`src/rtl/vram_pkg.sv`:
```
// vram_pkg -- shared definitions for the text-mode VRAM writer.
//   Register-select addresses, CTRL/STATUS bit positions, sequencer
//   state type and reset constants used by vram_writer.
//   Optional macro VRAM_WRITER_SCROLL_EN (consumed by vram_writer) enables
//   hardware scrolling.
package vram_pkg;

  localparam logic [3:0] REG_CTRL   = 4'h0;
  localparam logic [3:0] REG_CURX   = 4'h1;
  localparam logic [3:0] REG_CURY   = 4'h2;
  localparam logic [3:0] REG_CURCH  = 4'h3;
  localparam logic [3:0] REG_HSHIFT = 4'h4;
  localparam logic [3:0] REG_ATTR   = 4'h5;
  localparam logic [3:0] REG_PUTC   = 4'h6;
  localparam logic [3:0] REG_PTRLO  = 4'h7;
  localparam logic [3:0] REG_PTRHI  = 4'h8;
  localparam logic [3:0] REG_SDATA  = 4'h9;
  localparam logic [3:0] REG_CDATA  = 4'hA;
  localparam logic [3:0] REG_FILL   = 4'hB;
  localparam logic [3:0] REG_STATUS = 4'hC;

  localparam int CTRL_MODE_BIT   = 0;
  localparam int CTRL_BLINK_BIT  = 1;
  localparam int CTRL_CURSOR_BIT = 2;

  localparam int STATUS_BUSY_BIT = 0;
  localparam int STATUS_ERR_BIT  = 1;

  localparam logic [7:0] RST_CURSOR_CH = 8'h5F;
  localparam logic [7:0] RST_ATTR      = 8'h07;

  localparam logic [7:0] CH_LF    = 8'h0A;
  localparam logic [7:0] CH_CR    = 8'h0D;
  localparam logic [7:0] CH_SPACE = 8'h20;

  typedef enum logic [2:0] {
    ST_IDLE         = 3'd0,
    ST_PUTC         = 3'd1,
    ST_FILL         = 3'd2,
    ST_SCROLL_COPY  = 3'd3,
    ST_SCROLL_CLEAR = 3'd4
  } vram_state_e;

endpackage

```
`src/rtl/vram_cell_addr.sv`:
```
// vram_cell_addr -- linear cell address of a text cursor position.
//   i_x    : column (0..COLS-1)
//   i_y    : row (0..ROWS-1)
//   o_addr : i_y*COLS + i_x, computed at 13 bits
module vram_cell_addr #(
  parameter int COLS = 80
) (
  input  logic [6:0]  i_x,
  input  logic [4:0]  i_y,
  output logic [12:0] o_addr
);

  localparam logic [12:0] L_COLS = 13'(COLS);

  // Operands are widened before the multiply so the product is not
  // truncated to the 5-bit row width.
  assign o_addr = {8'd0, i_y} * L_COLS + {6'd0, i_x};

endmodule

```
`src/rtl/vram_writer.sv`:
```
// vram_writer -- register-driven writer for a text-mode screen/color RAM.
//   clk, reset (async, active-high)
//   reg_addr/reg_wdata/reg_we/reg_rdata : register port, combinational read
//   busy                                : PUTC/FILL/SCROLL sequence running
//   s_* : screen RAM (13-bit address), c_* : color RAM (11-bit address),
//         both with 1-cycle read latency
//   mode, blink_on, cursor_on, cursor_x, cursor_y, cursor_ch, hshift :
//         display engine controls
// Macro VRAM_WRITER_SCROLL_EN: when defined, advancing past the last row
// scrolls the screen up one row; otherwise the cursor wraps to row 0 and
// the read ports are tied to 0.
//
// state           | meaning
// ST_IDLE         | waiting for register writes
// ST_PUTC         | writing one character at the cursor
// ST_FILL         | writing the fill byte to every cell
// ST_SCROLL_COPY  | moving rows 1..ROWS-1 up one row
// ST_SCROLL_CLEAR | blanking the last row
module vram_writer #(
  parameter int COLS = 80,
  parameter int ROWS = 25
) (
  input  logic        clk,
  input  logic        reset,
  input  logic [3:0]  reg_addr,
  input  logic [7:0]  reg_wdata,
  input  logic        reg_we,
  output logic [7:0]  reg_rdata,
  output logic        busy,
  output logic [12:0] s_waddr,
  output logic [7:0]  s_wdata,
  output logic        s_we,
  output logic [12:0] s_raddr,
  input  logic [7:0]  s_rdata,
  output logic [10:0] c_waddr,
  output logic [7:0]  c_wdata,
  output logic        c_we,
  output logic [10:0] c_raddr,
  input  logic [7:0]  c_rdata,
  output logic        mode,
  output logic        blink_on,
  output logic        cursor_on,
  output logic [6:0]  cursor_x,
  output logic [4:0]  cursor_y,
  output logic [7:0]  cursor_ch,
  output logic [3:0]  hshift
);
  import vram_pkg::*;

  localparam logic [12:0] N_CELLS = 13'(COLS * ROWS);
  localparam logic [12:0] L_COLS  = 13'(COLS);
  localparam logic [6:0]  LAST_X  = 7'(COLS - 1);
  localparam logic [4:0]  LAST_Y  = 5'(ROWS - 1);
  localparam logic [7:0]  MAX_X8  = 8'(COLS - 1);
  localparam logic [7:0]  MAX_Y8  = 8'(ROWS - 1);

  vram_state_e r_state, w_state_nxt;
  logic [12:0] r_idx, w_idx_nxt;
  logic [6:0]  r_cx, w_cx_nxt;
  logic [4:0]  r_cy, w_cy_nxt;
  logic        w_cur_set, w_row_adv;
  logic [7:0]  r_char, r_fill_data, r_attr, r_cch;
  logic [3:0]  r_hshift;
  logic        r_mode, r_blink, r_cur_on, r_err;
  logic [12:0] r_ptr;
  logic        r_sd_pend, r_cd_pend;
  logic [12:0] r_sd_addr;
  logic [10:0] r_cd_addr;
  logic [7:0]  r_sd_data, r_cd_data;
  logic        w_busy, w_seq_reg, w_drop;
  logic        w_fsm_we;
  logic [12:0] w_fsm_waddr, w_raddr, w_cell_addr;
  logic [7:0]  w_fsm_sdata, w_fsm_cdata;

  vram_cell_addr #(.COLS(COLS)) u_cell_addr (
    .i_x    (r_cx),
    .i_y    (r_cy),
    .o_addr (w_cell_addr)
  );

  assign w_busy    = (r_state != ST_IDLE);
  assign w_seq_reg = (reg_addr == REG_PUTC) || (reg_addr == REG_SDATA) ||
                     (reg_addr == REG_CDATA) || (reg_addr == REG_FILL);
  assign w_drop    = reg_we && w_busy && w_seq_reg;

  always_ff @(posedge clk or posedge reset) begin
    if (reset) begin
      r_state <= ST_IDLE;
    end else begin
      r_state <= w_state_nxt;
    end
  end

  always_comb begin
    w_state_nxt = r_state;
    w_idx_nxt   = r_idx;
    w_cur_set   = 1'b0;
    w_cx_nxt    = r_cx;
    w_cy_nxt    = r_cy;
    w_row_adv   = 1'b0;
    w_fsm_we    = 1'b0;
    w_fsm_waddr = '0;
    w_fsm_sdata = '0;
    w_fsm_cdata = '0;
    w_raddr     = '0;
    case (r_state)
      ST_IDLE: begin
        if (reg_we && reg_addr == REG_PUTC) begin
          // Control characters only move the cursor, so they finish here.
          if (reg_wdata == CH_CR) begin
            w_cur_set = 1'b1;
            w_cx_nxt  = '0;
          end else if (reg_wdata == CH_LF) begin
            w_cur_set = 1'b1;
            w_cx_nxt  = '0;
            w_row_adv = 1'b1;
          end else begin
            w_state_nxt = ST_PUTC;
          end
        end else if (reg_we && reg_addr == REG_FILL) begin
          w_state_nxt = ST_FILL;
          w_idx_nxt   = '0;
        end
      end
      ST_PUTC: begin
        w_fsm_we    = 1'b1;
        w_fsm_waddr = w_cell_addr;
        w_fsm_sdata = r_char;
        w_fsm_cdata = r_attr;
        w_state_nxt = ST_IDLE;
        w_cur_set   = 1'b1;
        if (r_cx != LAST_X) begin
          w_cx_nxt = r_cx + 7'd1;
        end else begin
          w_cx_nxt  = '0;
          w_row_adv = 1'b1;
        end
      end
      ST_FILL: begin
        w_fsm_we    = 1'b1;
        w_fsm_waddr = r_idx;
        w_fsm_sdata = r_fill_data;
        w_fsm_cdata = r_attr;
        if (r_idx == N_CELLS - 13'd1) begin
          w_state_nxt = ST_IDLE;
          w_cur_set   = 1'b1;
          w_cx_nxt    = '0;
          w_cy_nxt    = '0;
        end else begin
          w_idx_nxt = r_idx + 13'd1;
        end
      end
`ifdef VRAM_WRITER_SCROLL_EN
      ST_SCROLL_COPY: begin
        // Read of cell idx+COLS is issued this cycle; the cell read last
        // cycle (idx-1) is written now, so the copy takes one extra cycle.
        if (r_idx != N_CELLS - L_COLS) begin
          w_raddr = r_idx + L_COLS;
        end
        if (r_idx != 13'd0) begin
          w_fsm_we    = 1'b1;
          w_fsm_waddr = r_idx - 13'd1;
          w_fsm_sdata = s_rdata;
          w_fsm_cdata = c_rdata;
        end
        if (r_idx == N_CELLS - L_COLS) begin
          w_state_nxt = ST_SCROLL_CLEAR;
          w_idx_nxt   = '0;
        end else begin
          w_idx_nxt = r_idx + 13'd1;
        end
      end
      ST_SCROLL_CLEAR: begin
        w_fsm_we    = 1'b1;
        w_fsm_waddr = N_CELLS - L_COLS + r_idx;
        w_fsm_sdata = CH_SPACE;
        w_fsm_cdata = r_attr;
        if (r_idx == L_COLS - 13'd1) begin
          w_state_nxt = ST_IDLE;
          w_cur_set   = 1'b1;
          w_cx_nxt    = '0;
          w_cy_nxt    = LAST_Y;
        end else begin
          w_idx_nxt = r_idx + 13'd1;
        end
      end
`endif
      default: w_state_nxt = ST_IDLE;
    endcase

    if (w_row_adv) begin
      if (r_cy != LAST_Y) begin
        w_cy_nxt = r_cy + 5'd1;
      end else begin
`ifdef VRAM_WRITER_SCROLL_EN
        w_state_nxt = ST_SCROLL_COPY;
        w_idx_nxt   = '0;
`else
        w_cy_nxt = '0;
`endif
      end
    end
  end

`ifndef VRAM_WRITER_SCROLL_EN
  logic w_unused_rdata;
  assign w_unused_rdata = ^{s_rdata, c_rdata};
`endif

  always_ff @(posedge clk or posedge reset) begin
    if (reset) begin
      r_idx       <= '0;
      r_cx        <= '0;
      r_cy        <= '0;
      r_char      <= '0;
      r_fill_data <= '0;
      r_attr      <= RST_ATTR;
      r_cch       <= RST_CURSOR_CH;
      r_hshift    <= '0;
      r_mode      <= 1'b0;
      r_blink     <= 1'b0;
      r_cur_on    <= 1'b0;
      r_err       <= 1'b0;
      r_ptr       <= '0;
      r_sd_pend   <= 1'b0;
      r_sd_addr   <= '0;
      r_sd_data   <= '0;
      r_cd_pend   <= 1'b0;
      r_cd_addr   <= '0;
      r_cd_data   <= '0;
    end else begin
      r_idx     <= w_idx_nxt;
      r_sd_pend <= 1'b0;
      r_cd_pend <= 1'b0;
      if (reg_we) begin
        case (reg_addr)
          REG_CTRL: begin
            r_mode   <= reg_wdata[CTRL_MODE_BIT];
            r_blink  <= reg_wdata[CTRL_BLINK_BIT];
            r_cur_on <= reg_wdata[CTRL_CURSOR_BIT];
          end
          REG_CURX:   r_cx <= (reg_wdata > MAX_X8) ? LAST_X : reg_wdata[6:0];
          REG_CURY:   r_cy <= (reg_wdata > MAX_Y8) ? LAST_Y : reg_wdata[4:0];
          REG_CURCH:  r_cch <= reg_wdata;
          REG_HSHIFT: r_hshift <= reg_wdata[3:0];
          REG_ATTR:   r_attr <= reg_wdata;
          REG_PUTC:   if (!w_busy) r_char <= reg_wdata;
          REG_PTRLO:  r_ptr[7:0] <= reg_wdata;
          REG_PTRHI:  r_ptr[12:8] <= reg_wdata[4:0];
          REG_SDATA: begin
            if (!w_busy) begin
              r_sd_pend <= 1'b1;
              r_sd_addr <= r_ptr;
              r_sd_data <= reg_wdata;
              r_ptr     <= r_ptr + 13'd1;
            end
          end
          REG_CDATA: begin
            if (!w_busy) begin
              r_cd_pend <= 1'b1;
              r_cd_addr <= r_ptr[10:0];
              r_cd_data <= reg_wdata;
              r_ptr     <= r_ptr + 13'd1;
            end
          end
          REG_FILL:   if (!w_busy) r_fill_data <= reg_wdata;
          REG_STATUS: if (reg_wdata[STATUS_ERR_BIT]) r_err <= 1'b0;
          default: ;
        endcase
      end
      if (w_drop) r_err <= 1'b1;
      // Sequencer cursor updates override a same-cycle CURX/CURY write.
      if (w_cur_set) begin
        r_cx <= w_cx_nxt;
        r_cy <= w_cy_nxt;
      end
    end
  end

  always_comb begin
    reg_rdata = '0;
    case (reg_addr)
      REG_CTRL: begin
        reg_rdata[CTRL_MODE_BIT]   = r_mode;
        reg_rdata[CTRL_BLINK_BIT]  = r_blink;
        reg_rdata[CTRL_CURSOR_BIT] = r_cur_on;
      end
      REG_CURX:   reg_rdata = {1'b0, r_cx};
      REG_CURY:   reg_rdata = {3'b0, r_cy};
      REG_CURCH:  reg_rdata = r_cch;
      REG_HSHIFT: reg_rdata = {4'b0, r_hshift};
      REG_ATTR:   reg_rdata = r_attr;
      REG_PTRLO:  reg_rdata = r_ptr[7:0];
      REG_PTRHI:  reg_rdata = {3'b0, r_ptr[12:8]};
      REG_STATUS: begin
        reg_rdata[STATUS_BUSY_BIT] = w_busy;
        reg_rdata[STATUS_ERR_BIT]  = r_err;
      end
      default: reg_rdata = '0;
    endcase
  end

  // Direct SDATA/CDATA writes are only accepted in IDLE and the sequencer
  // cannot start a write in the cycle after, so the sources never overlap.
  assign s_we    = w_fsm_we | r_sd_pend;
  assign s_waddr = r_sd_pend ? r_sd_addr : w_fsm_waddr;
  assign s_wdata = r_sd_pend ? r_sd_data : w_fsm_sdata;
  assign c_we    = w_fsm_we | r_cd_pend;
  assign c_waddr = r_cd_pend ? r_cd_addr : w_fsm_waddr[10:0];
  assign c_wdata = r_cd_pend ? r_cd_data : w_fsm_cdata;
  assign s_raddr = w_raddr;
  assign c_raddr = w_raddr[10:0];

  assign busy      = w_busy;
  assign mode      = r_mode;
  assign blink_on  = r_blink;
  assign cursor_on = r_cur_on;
  assign cursor_x  = r_cx;
  assign cursor_y  = r_cy;
  assign cursor_ch = r_cch;
  assign hshift    = r_hshift;

endmodule

```
`config.mk`:
```
export PLATFORM = sky130hd
export DESIGN_NAME = vram_writer
export DESIGN_NICKNAME = d
export VERILOG_FILES = /design/src/rtl/vram_pkg.sv /design/src/rtl/vram_cell_addr.sv /design/src/rtl/vram_writer.sv
export SDC_FILE = /design/constraint.sdc
export NUM_CORES = 1
export LEC_CHECK = 0
export CAP_MARGIN = 40
export CORE_MARGIN = 3
export CORE_UTILIZATION = 35
export CTS_CLUSTER_SIZE = 14
export DETAILED_ROUTE_END_ITERATION = 8
export PLACE_DENSITY_LB_ADDON = 0.25
export SLEW_MARGIN = 15
export SYNTH_ARGS = -nofsm -noshare
export SYNTH_HDL_FRONTEND = slang
export SYNTH_SLANG_ARGS = --single-unit
export TNS_END_PERCENT = 10
```
`constraint.sdc`:
```
create_clock -name clk -period 4.1 [get_ports clk]
set_input_delay 0.41 -clock clk [delete_from_list [all_inputs] [get_ports clk]]
set_output_delay 0.41 -clock clk [all_outputs]
set_load 0.01 [all_outputs]
```
Yosys cells after proc, flatten, opt, wreduce, memory -nomap -nowiden
Index checks and enable logic that the tools add are counted.
{"block": "word_totals", "ff_bits": 123, "word_cells": 161}
{"block": "classes", "n_addsub": 5, "mul": 1, "magnitude_cmp": 2, "eq_ne": 33, "muxes": 60, "bitwise_logic": 3, "reduce_logical": 36}
{"cell": "2-to-1 mux 13 bit", "count": 5}
{"cell": "2-to-1 mux 7 bit", "count": 9}
{"cell": "case mux 13 bit (2 select lines)", "count": 2}
{"cell": "2-to-1 mux 5 bit", "count": 8}
{"cell": "case mux 5 bit (7 select lines)", "count": 1}
{"cell": "case mux 8 bit (2 select lines)", "count": 2}
{"cell": "adder 13 x 1 -> 13 bit, second input constant", "count": 2}
{"cell": "2-to-1 mux 8 bit", "count": 3}
{"cell": "case mux 7 bit (3 select lines)", "count": 1}
{"cell": "AND reduction 3 bit", "count": 7}
{"cell": "equality test 4 bit, second input constant", "count": 5}
{"cell": "case mux 2 bit (9 select lines)", "count": 1}
{"cell": "nonzero test 2 bit", "count": 9}
{"cell": "2-to-1 mux 1 bit", "count": 17}
{"cell": "equality test 4 x 3 -> 1 bit, second input constant", "count": 4}
{"cell": "equality test 8 x 4 -> 1 bit, second input constant", "count": 2}
{"cell": "2-to-1 mux 3 bit", "count": 5}
{"cell": "inequality test 3 bit, second input constant", "count": 5}
{"cell": "adder 12 x 7 -> 13 bit", "count": 1}
{"cell": "equality test 13 x 11 -> 1 bit, second input constant", "count": 1}
{"cell": "AND reduction 4 bit", "count": 3}
{"cell": "2-to-1 mux 11 bit", "count": 1}
{"cell": "inequality test 2 bit, second input constant", "count": 5}
{"cell": "case mux 5 bit (2 select lines)", "count": 1}
{"cell": "28 further kinds", "count": 40}

Longest topological paths before layout
Gate-level depths: netlist (run 1).
{"block": "logic_depth", "ltp_word": 7, "depth_mapped": 10, "ltp_nobuf": 8}

Hierarchy
Synthesis (run 1) repeated with hierarchy kept, for this count alone.
{"block": "unflattened", "hier_cells": 810, "area_unflattened_um2": 7684.9}
{"mod": "vram_writer", "n_inst": 1, "cells_each": 771, "area_each_um2": 7337.0, "seq_area_each_um2": 3064.2}
{"mod": "vram_cell_addr", "n_inst": 1, "cells_each": 39, "area_each_um2": 347.8, "seq_area_each_um2": 0.0}

Least setup slack after synthesis (run 1)
Ideal clock, no wire load.
{"block": "synth_timing", "path_kind": "reg-to-output", "start": "reg r_cy[1] (netlist: cursor_y[1])", "end": "out c_waddr[9]", "arrival_ns": 2.436, "required_time_ns": 3.690, "setup_slack_ns": 1.254, "path_stages_with_launch": 9, "n_path_buf": 0, "cell_sequence": "dfrtp_1 ha_1 ha_1 fa_1 nand2_1 or3_1 a21oi_1 o21ai_0 o21ai_0"}
{"block": "synth_between", "elab_chain_len": 4}
{"item": "start: declaration", "line_no": "vram_writer.sv:60", "source": "logic [4:0] r_cy, w_cy_nxt;"}
{"item": "start signal: assignment", "line_no": "vram_writer.sv:243", "source": "REG_CURY: r_cy <= (reg_wdata > MAX_Y8) ? LAST_Y : reg_wdata[4:0];"}
{"item": "start signal: assignment", "line_no": "vram_writer.sv:275", "source": "r_cy <= w_cy_nxt;"}
{"item": "multiplier 5 x 3 -> 8 bit", "line_no": "vram_cell_addr.sv:17", "source": "assign o_addr = {8'd0, i_y} * L_COLS + {6'd0, i_x};"}
{"item": "adder 12 x 7 -> 13 bit", "line_no": "vram_cell_addr.sv:17"}
{"item": "case mux 13 bit (2 select lines)", "line_no": "vram_writer.sv:106", "source": "case (r_state)"}
{"item": "2-to-1 mux 11 bit", "line_no": "vram_writer.sv:309", "source": "assign c_waddr = r_cd_pend ? r_cd_addr : w_fsm_waddr[10:0];"}
{"item": "end: declaration", "line_no": "vram_writer.sv:35", "source": "output logic [10:0] c_waddr,"}
Every way passes these cells.

Worst setup path after layout (run 1)
{"block": "layout_timing", "start": "reg r_cy[1] (netlist: cursor_y[1])", "end": "out s_waddr[9]"}
{"block": "layout_between", "elab_chain_len": 4}
{"item": "multiplier 5 x 3 -> 8 bit", "line_no": "vram_cell_addr.sv:17"}
{"item": "adder 12 x 7 -> 13 bit", "line_no": "vram_cell_addr.sv:17"}
{"item": "case mux 13 bit (2 select lines)", "line_no": "vram_writer.sv:106"}
{"item": "2-to-1 mux 13 bit", "line_no": "vram_writer.sv:306", "source": "assign s_waddr = r_sd_pend ? r_sd_addr : w_fsm_waddr;"}
{"item": "end: declaration", "line_no": "vram_writer.sv:30", "source": "output logic [12:0] s_waddr,"}
Every way passes these cells.

==> results.ini, run 1 <==
[status]
status=finished, final reports clean

[setup_path]
crit_path_end_kind=primary output
path_max_fanout=3
worstSetupPathType=flop to primary output
rr_endpoint=cursor_y[3]$_DFFE_PP0P_
r2r_cells=9
cp.required_ns=3.69
reg2reg_from=r_state[0]$_DFFE_PP0P_
start_kind=flop
cp.arrival_ns=3.47
r2r_setup_slack_ns=1.25

[sta]
fin_setup_tns_ns=0
whs_ns=0.296
min_period_over_period_pct=94.6
period_needed_ns=3.88
worst_slew_pin_slew_ns=0.772
finalMaxSlewViolations=0
setup_viol_count_final=0
max_freq_mhz=258
fin_worst_skew_ns=0.00467
rsz0062_at_grt=no
max-slew-margin-rel_pct=48.4
hold_violations=0

[die]
die_w_um=152
fp-row-count=52
start_util_pct=36.4
fp.dieH_um=152
core_um2=20600
die_area_um2=23200
top_level_ports=133

[global_routing]
grt-ovfl-total=0
grt_usage_pct=21.1
grt_max_degree=63
grt_pass1_wl_um=38200
antenna_found_initial=0
grt_pass1_vias=6357

[route]
routed_wl_um=24600
drt-initial-drc-count=637
vias_per_cell=5.57
final_antenna_net_count=0
vias=6567
first_pass_iters=5
route.detailed.drc=0
wl_per_cell_um=20.9

[cells_and_area]
area_delta_synth_final_pct=25.0
layout_commonest_cell=dfrtp_1
drive_above_1_share_pct=20.5
mostFrequentLayoutCells=113 x dfrtp_1, 105 x nand2_1, 92 x clkdlybuf4s50_1
num-fill-cells=1969
nNetsFinal=946
diodes=0
final_cell_count_no_fill=1178

[cts]
clockBufferDepth=2
ctsResizeCount=0
cts_tree=yes
clk_pin_slew_worst_paths_ns=0.06
cts.sinks=122
cts_buffers=17
htree_levels=4
insertion_delay_ns=0.42
cts_setup_buffers=0
root_buffer=clkbuf_16
cts_hold_buffers=0

[synthesis]
synthSimpleGateAreaFrac_pct=16.0
synthAdderAreaFrac_pct=3.67
yosysSeqAreaShare_pct=40.8
ys_ff_latch=122
synth_compound_area_share_pct=17.3
synthXorXnorAreaFrac_pct=1.98
yosysWarnings=0
synthMuxAreaShare_pct=14.2
syn_inst=793
syn-cell-area_um2=7510
ys_async_sr_fraction_pct=100
synth_top_family_by_area=compound AO/OA/AOI/OAI gates
avgSynthCellArea_um2=9.47
synth-edff-count=0
synth_ff_type=dfrtp_1
yosysUniqueCellTypes=77

[pwr]
p_leak_nw=3.89
pwr_density_cell_nw_per_um2=615
ir_drop_mv=0.320
total_power_mw=5.76

[worst_hold_path]
min_path_type=input pin to asynchronous set/reset pin

[placement]
placed_cells=1145
place.gp.congestion=0.891
portBuffers=92
hpwl_um=17200

[job]
drv_cap=0

## metal layers
| metal | routed length (um) | track usage (%) | up-vias |
|---|---|---|---|
| met5 | 0 | 0 | - |
| met1 | 11500 | 30.3 | 3208 |
| met2 | 10700 | 31.9 | 297 |
| met4 | 438 | 5.39 | 0 |
| met3 | 1970 | 5.34 | 31 |
| li1 | - | - | 3031 |
## Yosys cell counts, types with 3 or more instances
cell	count	area, um^2
dfrtp_1	113	2830
and4_1	3	26.3
ha_1	18	225
clkbuf_1	35	131
a221oi_1	3	26.3
mux2_2	81	912
mux4_2	3	67.6
or2_2	3	18.8
a22oi_1	15	113
a31oi_1	7	43.8
a21oi_1	33	165
nor2_1	48	180
nand4_1	5	31.3
nor2b_1	8	50.1
mux2i_1	4	40.0
nand3b_1	3	22.5
a221o_1	3	30.0
nor3_1	7	35.0
a32o_1	3	30.0
buf_4	24	180
o22ai_1	13	81.3
a21o_1	4	30.0
buf_2	6	30.0
o32ai_1	5	43.8
nand3_1	25	125
a22o_1	10	87.6
dfstp_2	9	236
nand2_1	105	394
xor2_1	7	61.3
inv_1	21	78.8
and3_1	6	37.5
nor4_1	5	31.3
and2_1	4	25.0
buf_1	6	22.5
nand2b_1	10	62.6
o21ai_0	73	365
a41oi_1	3	26.3
xnor2_1	10	87.6
or3_1	4	25.0
mux2_4	3	45.0
## flip-flops by register name, summed over array words and instances (netlist names), 2 cells and up
register	flops
r_state	2
r_fill_data	8
r_cd_data	8
cursor_x	7
r_sd_addr	13
cursor_y	5
r_char	8
r_sd_data	8
r_cd_addr	11
r_attr	8
hshift	4
cursor_ch	8
r_idx	13
r_ptr	13
## cells by family (layout without fill, tap and decap cells)
group	count (synthesis)	after routing
muxes	91	91
adders and majority gates	21	21
AOI/OAI and AO/OA	199	199
buffers and inverters	93	185
other	1	24
xor gates and xnor gates	17	17
and+or+nand+nor	249	249
DFF	122	122
## per-stage QoR
step	utilization [%]	cell area [um^2]	worst slack, ns
global route	45.5	9380	0.00996
CTS	45.4	9360	0.172
finish	45.5	9380	0.221
global placement	42.5	8770	0.630
detailed placement	42.5	8770	0.640
floorplan	-	7590	0.462
## critical path: stages, from the launching register on
cell             delay (ns)
dfrtp_1                0.38
ha_1                   0.29
ha_1                   0.23
fa_1                   0.57
nand2_1                0.10
or3_1                  0.36
a21oi_1                0.14
o21ai_0                0.17
o21ai_0                0.25
clkdlybuf4s50_1        0.57
## layout make-up
cell class	instances	area (um^2)	area share [%]
tap	270	338	3.60
timing repair buffer	132	1230	13.2
clock inverter	14	146	1.56
multi-input combinational	601	4080	43.5
inverter	21	81.3	0.867
sequential	122	3060	32.7
clock buffer	18	439	4.68
## power breakdown
| group | switching (mW) | total (mW) | leakage, nW | internal, mW |
|---|---|---|---|---|
| logic | 1.09 | 2.17 | 2.08 | 1.08 |
| clock network | 0.588 | 1.50 | 0.283 | 0.912 |
| registers | 0.462 | 2.09 | 1.53 | 1.63 |
## worst max-delay path by stage
stage                                        from                   end  slack [ns]  cells after the start
after CTS                 cursor_y[1]$_DFFE_PP0P_            s_waddr[9]        0.17                      9
after global placement    cursor_y[1]$_DFFE_PP0P_            s_waddr[9]        0.63                      9
after global routing      cursor_y[1]$_DFFE_PP0P_            c_waddr[9]        0.01                      9
final                     cursor_y[1]$_DFFE_PP0P_            s_waddr[9]        0.22                      9
after detailed placement  cursor_y[1]$_DFFE_PP0P_            s_waddr[9]        0.64                      9
after floorplan                             reset  blink_on$_DFFE_PP0P_        0.46                      1
Note: power is estimated with default switching activity, not from simulation.
==> inputs of run 2 (changes only) <==
--- a/config.mk
+++ b/config.mk
@@ -10,7 +10,7 @@
 export CORE_UTILIZATION = 35
 export CTS_CLUSTER_SIZE = 14
 export DETAILED_ROUTE_END_ITERATION = 8
-export PLACE_DENSITY_LB_ADDON = 0.25
+export PLACE_DENSITY = 0.62
 export SLEW_MARGIN = 15
 export SYNTH_ARGS = -nofsm -noshare
 export SYNTH_HDL_FRONTEND = slang
==> run 2 against run 1 <==
Clock skew about the same. Critical endpoint unchanged. Sequential share of layout area about the same. Largest power group unchanged. Fmax is 1.8% lower. Clock-buffer cell count unchanged. Largest cell class unchanged.
==> results.ini, run 2 (synthesized netlist as in run 1, its figures left out) <==
[status]
status=finished, final reports clean

[setup_path]
crit_start=cursor_y[1]$_DFFE_PP0P_
worstSetupPathType=flop to primary output
cp.required_ns=3.69  ; about the same
r2r_setup_slack_ns=1.20  ; -0.05 ns
endpoint=s_waddr[9]
start_kind=flop
r2r_cells=7  ; -2
rr_endpoint=cursor_y[4]$_DFFE_PP0P_
reg2reg_from=cursor_x[0]$_DFFE_PP0P_
crit_path_end_kind=primary output
cp.arrival_ns=3.54  ; +0.07 ns
path_max_fanout=7  ; +4

[route]
wl_per_cell_um=20.6  ; -1.2%
route.detailed.drc=0  ; unchanged
wl_met2_um=10500  ; -1.6%
vias=6655  ; +1.3%
m1WireLength_um=11300  ; -2.2%
met3_length_um=1800  ; -8.7%
drt-initial-drc-count=696  ; +9.3%
final_antenna_net_count=0  ; unchanged
vias_per_cell=5.70  ; +2.3%
routed_wl_um=24100  ; -2.1%
route.top_layer_used=met4
first_pass_iters=6  ; +1

[cts]
cts_tree=yes
htree_levels=4  ; unchanged
root_buffer=clkbuf_16
cts_hold_buffers=0  ; unchanged
cts_buffers=17  ; unchanged
clk_pin_slew_worst_paths_ns=0.06  ; about the same
cts.sinks=122  ; unchanged
clockBufferDepth=2  ; unchanged
insertion_delay_ns=0.43  ; about the same

[cells_and_area]
layout_commonest_cell=dfrtp_1
drive_above_1_share_pct=19.6  ; -0.86 points
mostFrequentLayoutCells=112 x dfrtp_1, 105 x nand2_1, 92 x clkdlybuf4s50_1
area_delta_synth_final_pct=24.8
nNetsFinal=935  ; -1.2%
num-fill-cells=1949  ; -1.0%
reg.largest.list=r_idx x13, r_ptr x13, r_sd_addr x13
diodes=0  ; unchanged

[worst_hold_path]
min_path_type=input pin to asynchronous set/reset pin

[job]
drv_cap=0  ; unchanged

[sta]
hold_violations=0  ; unchanged
worst_slew_pin_slew_ns=0.829  ; +0.0574 ns
fin_setup_tns_ns=0  ; unchanged
period_needed_ns=3.95  ; +0.0728 ns
max-slew-margin-rel_pct=44.7  ; -3.6 points
finalMaxSlewViolations=0  ; unchanged
setup_viol_count_final=0  ; unchanged
fin_worst_skew_ns=0.00510  ; +0.000434 ns
max_freq_mhz=253  ; -1.8%
min_period_over_period_pct=96.4  ; +1.8 points
rsz0062_at_grt=no

[placement]
hpwl_um=16800  ; -2.6%
place.gp.congestion=0.884  ; -0.73%
portBuffers=92  ; unchanged

[pwr]
total_power_mw=5.92  ; +2.8%
p_leak_nw=3.87  ; -0.39%
ir_drop_mv=0.323  ; +0.72%
pwr_density_cell_nw_per_um2=632  ; +2.9%

[die]
core_um2=20600  ; unchanged
fp-row-count=52  ; unchanged
start_util_pct=36.4  ; unchanged
die_area_um2=23200  ; unchanged
die_w_um=152  ; unchanged
top_level_ports=133  ; unchanged
fp.dieH_um=152  ; unchanged

[global_routing]
grt_pass1_vias=6211  ; -2.3%
grt-ovfl-total=0  ; unchanged
grt_usage_pct=20.2  ; -0.81 points
antenna_found_initial=0  ; unchanged
grt_max_degree=65  ; +3.2%
grt_pass1_wl_um=36900  ; -3.3%

[run 2: cell types whose count changed in the layout (fill, tap and decap cells not counted)]
cell / delta
buf_4: -11
bufinv_16: +3
clkinvlp_4: -3
clkinv_4: +2
clkinv_2: -1
dfrtp_1: -1
dfrtp_2: +1
inv_6: -1
o21ai_0: -1
o21ai_1: +1
[run 2: worst min-delay path by stage]
stage	endpoint	slack, ns	cells after the start
6_report	r_sd_addr[3]$_DFFE_PP0P_	0.48	2
5_1_grt	r_cd_addr[6]$_DFFE_PP0P_	0.52	1
4_1_cts	r_cd_addr[3]$_DFFE_PP0P_	0.51	2
3_5_place_dp	r_cd_data[7]$_DFFE_PP0P_	0.49	1
3_3_place_gp	r_cd_data[6]$_DFFE_PP0P_	0.49	1
2_1_floorplan	r_sd_addr[10]$_DFFE_PP0P_	0.48	1
[run 2: worst max-delay path, stage by stage (launching register included)]
cell and delay [ns]:
dfrtp_2 0.48, ha_1 0.32, ha_1 0.22, fa_1 0.56, nand2_1 0.09, or3_1 0.35
a21oi_1 0.19, o21ai_1 0.15, o21ai_0 0.18, clkdlybuf4s50_1 0.57
[run 2: layer usage]
metal  vias up  GRT usage [%]
met5         -              0
met4         0           5.90
met3        38           4.60
met2       310           29.8
met1      3299           29.8
li1       3008              -
[run 2: area by class of cell]
type,instances,area [um^2],area share [%]
clock buffer,18,439,4.69
sequential,122,3070,32.7
inverter,21,81.3,0.868
clock inverter,14,218,2.32
timing repair buffer,121,1150,12.3
multi-input combinational,601,4080,43.5
tap,270,338,3.61
[run 2: report_power, final]
part           switching [mW]  internal [mW]  total (mW)
Sequential              0.464           1.63        2.10
Clock                   0.596           1.10        1.69
Combinational            1.07           1.06        2.13
[run 2: what timing repair did]
action,CTS,global route
resized for setup,0,2
buffers inserted,0,0
endpoints found under the setup margin,0,2
[run 2: metrics by stage]
step / instances / cell area, um^2 / utilization [%] / worst slack [ns] / hold WS (ns)
2_1_floorplan: 816 / 7590 / - / 0.462 / 0.475
3_3_place_gp: 1134 / 8700 / 42.2 / 0.519 / 0.489
3_5_place_dp: 1135 / 8710 / 42.2 / 0.517 / 0.495
4_1_cts: 1167 / 9370 / 45.4 / 0.0475 / 0.508
5_1_grt: 1167 / 9370 / 45.4 / 0.0507 / 0.524
6_report: 1167 / 9370 / 45.4 / 0.149 / 0.483
==> inputs of run 3 (changes only) <==
--- a/config.mk
+++ b/config.mk
@@ -6,6 +6,7 @@
 export NUM_CORES = 1
 export LEC_CHECK = 0
 export CAP_MARGIN = 40
+export CORE_ASPECT_RATIO = 1.4
 export CORE_MARGIN = 3
 export CORE_UTILIZATION = 35
 export CTS_CLUSTER_SIZE = 14
@@ -15,4 +16,4 @@
 export SYNTH_ARGS = -nofsm -noshare
 export SYNTH_HDL_FRONTEND = slang
 export SYNTH_SLANG_ARGS = --single-unit
-export TNS_END_PERCENT = 10
+export TNS_END_PERCENT = 50
==> run 3 against run 2 <==
Via count decreased by 2.3%. Fmax increased by 0.23%. Clock power decreased by 11%. Critical path type unchanged. Largest cell class unchanged. Final cell count decreased by 1.1%. Largest power group unchanged.
==> results.ini, run 3 (synthesized netlist as in run 1, its figures left out) <==
[cts]
root_buffer=clkbuf_16
clk_pin_slew_worst_paths_ns=0.06  ; about the same
cts.sinks=122  ; unchanged
clockBufferDepth=2  ; unchanged
cts_buffers=17  ; unchanged
ctsResizeCount=0  ; unchanged
cts_setup_buffers=0  ; unchanged
cts_tree=yes
cts_hold_buffers=0  ; unchanged
insertion_delay_ns=0.42  ; about the same
htree_levels=4  ; unchanged

[pwr]
ir_drop_mv=0.311  ; -3.6%
pwr_density_cell_nw_per_um2=617  ; -2.5%
p_leak_nw=3.84  ; -0.96%

[sta]
fin_worst_skew_ns=0.00604  ; +0.000944 ns
period_needed_ns=3.94  ; -0.00897 ns
max-slew-margin-rel_pct=45.0  ; +0.28 points
whs_ns=0.201  ; -0.282 ns
finalMaxSlewViolations=0  ; unchanged
fin_setup_tns_ns=0  ; unchanged
hold_violations=0  ; unchanged
rsz0062_at_grt=no
fin_ws_ns=0.157  ; +0.00897 ns
worst_slew_pin_slew_ns=0.822  ; -0.00724 ns
min_period_over_period_pct=96.2  ; -0.22 points
setup_viol_count_final=0  ; unchanged
max_freq_mhz=254  ; +0.23%

[route]
first_pass_iters=5  ; -1
vias_per_cell=5.63  ; -1.2%
vias=6502  ; -2.3%
drt-initial-drc-count=476  ; -32%
final_antenna_net_count=0  ; unchanged
wl_per_cell_um=20.9  ; +1.2%
route.detailed.drc=0  ; unchanged
routed_wl_um=24100  ; about the same

[setup_path]
r2r_setup_slack_ns=1.27  ; +0.07 ns
reg2reg_from=r_state[0]$_DFFE_PP0P_
rr_endpoint=cursor_y[4]$_DFFE_PP0P_
crit_path_end_kind=primary output
path_max_fanout=3  ; -4
worstSetupPathType=flop to primary output
start_kind=flop
r2r_cells=8  ; +1
cp.required_ns=3.69  ; about the same
cp.arrival_ns=3.53  ; about the same

[die]
fp-row-count=62  ; +19%
die_area_um2=23300  ; +0.11%
top_level_ports=133  ; unchanged
fp.dieH_um=179  ; +18%
core_um2=20800  ; +0.80%
start_util_pct=36.1  ; -0.29 points
die_w_um=130  ; -15%

[global_routing]
grt_usage_pct=21.0  ; +0.74 points
antenna_found_initial=0  ; unchanged
grt_max_degree=65  ; unchanged
grt-ovfl-total=0  ; unchanged
grt_pass1_wl_um=36900  ; about the same
grt_pass1_vias=6377  ; +2.7%

[cells_and_area]
reg.largest.list=r_idx x13, r_ptr x13, r_sd_addr x13
layout_commonest_cell=dfrtp_1
area_delta_synth_final_pct=23.9
drive_above_1_share_pct=19.6  ; -0.022 points
multiInputGateArea_um2=4080  ; unchanged
regArea_um2=3060  ; about the same
mostFrequentLayoutCells=113 x dfrtp_1, 105 x nand2_1, 92 x clkdlybuf4s50_1
num-fill-cells=2020  ; +3.6%
final_util_pct=44.8  ; -0.68 points
nNetsFinal=936  ; +0.11%
diodes=0  ; unchanged

[placement]
place.gp.congestion=0.898  ; +1.6%
portBuffers=92  ; unchanged
hpwl_um=17300  ; +3.0%
post-place-ws_ns=0.656  ; +0.139 ns

[status]
status=finished, final reports clean

[worst_hold_path]
min_path_type=input pin to asynchronous set/reset pin

[job]
drv_cap=0  ; unchanged

## run 3: area by class of cell
cell class	count	area share (%)
Tap cell	256	3.44
Clock buffer	17	4.57
Multi-Input combinational cell	601	43.8
Inverter	21	0.874
Timing Repair Buffer	122	12.6
Clock inverter	15	1.73
Sequential cell	122	32.9
## run 3: through the flow
stage	power [mW]	instance area, um^2	instances
2_1_floorplan	3.24	7590	816
3_3_place_gp	4.20	8670	1120
3_5_place_dp	4.23	8690	1121
4_1_cts	5.76	9280	1153
5_1_grt	6.05	9300	1154
6_report	5.74	9300	1154
## run 3: where the power goes
group / internal, mW / switching (mW)
Combinational: 1.06 / 1.07
Sequential: 1.63 / 0.468
Clock: 0.903 / 0.601
## run 3: per-layer routing
metal  global-route usage (%)  wire, um  vias up
met3                     3.43      1200       53
met2                     35.5     12000      234
li1                         -         -     3005
met1                     26.6     10100     3210
met4                     8.36       769        0
met5                        0         0        -
## run 3: worst max path at each step
stage / from / endpoint / slack, ns
floorplan: reset / blink_on$_DFFE_PP0P_ / 0.46
global placement: cursor_y[1]$_DFFE_PP0P_ / c_waddr[9] / 0.65
detailed placement: cursor_y[1]$_DFFE_PP0P_ / s_waddr[9] / 0.66
CTS: cursor_y[1]$_DFFE_PP0P_ / s_waddr[9] / 0.18
global route: cursor_y[1]$_DFFE_PP0P_ / c_waddr[9] / 0.04
finish: cursor_y[1]$_DFFE_PP0P_ / s_waddr[9] / 0.16
## run 3: critical path, stage by stage (launching register included)
cell and delay (ns):
dfrtp_1 0.43, ha_1 0.31, ha_1 0.22, fa_1 0.55, nand2_1 0.09, or3_1 0.35
a21oi_1 0.13, o21ai_0 0.22, o21ai_0 0.24, clkdlybuf4s50_1 0.57
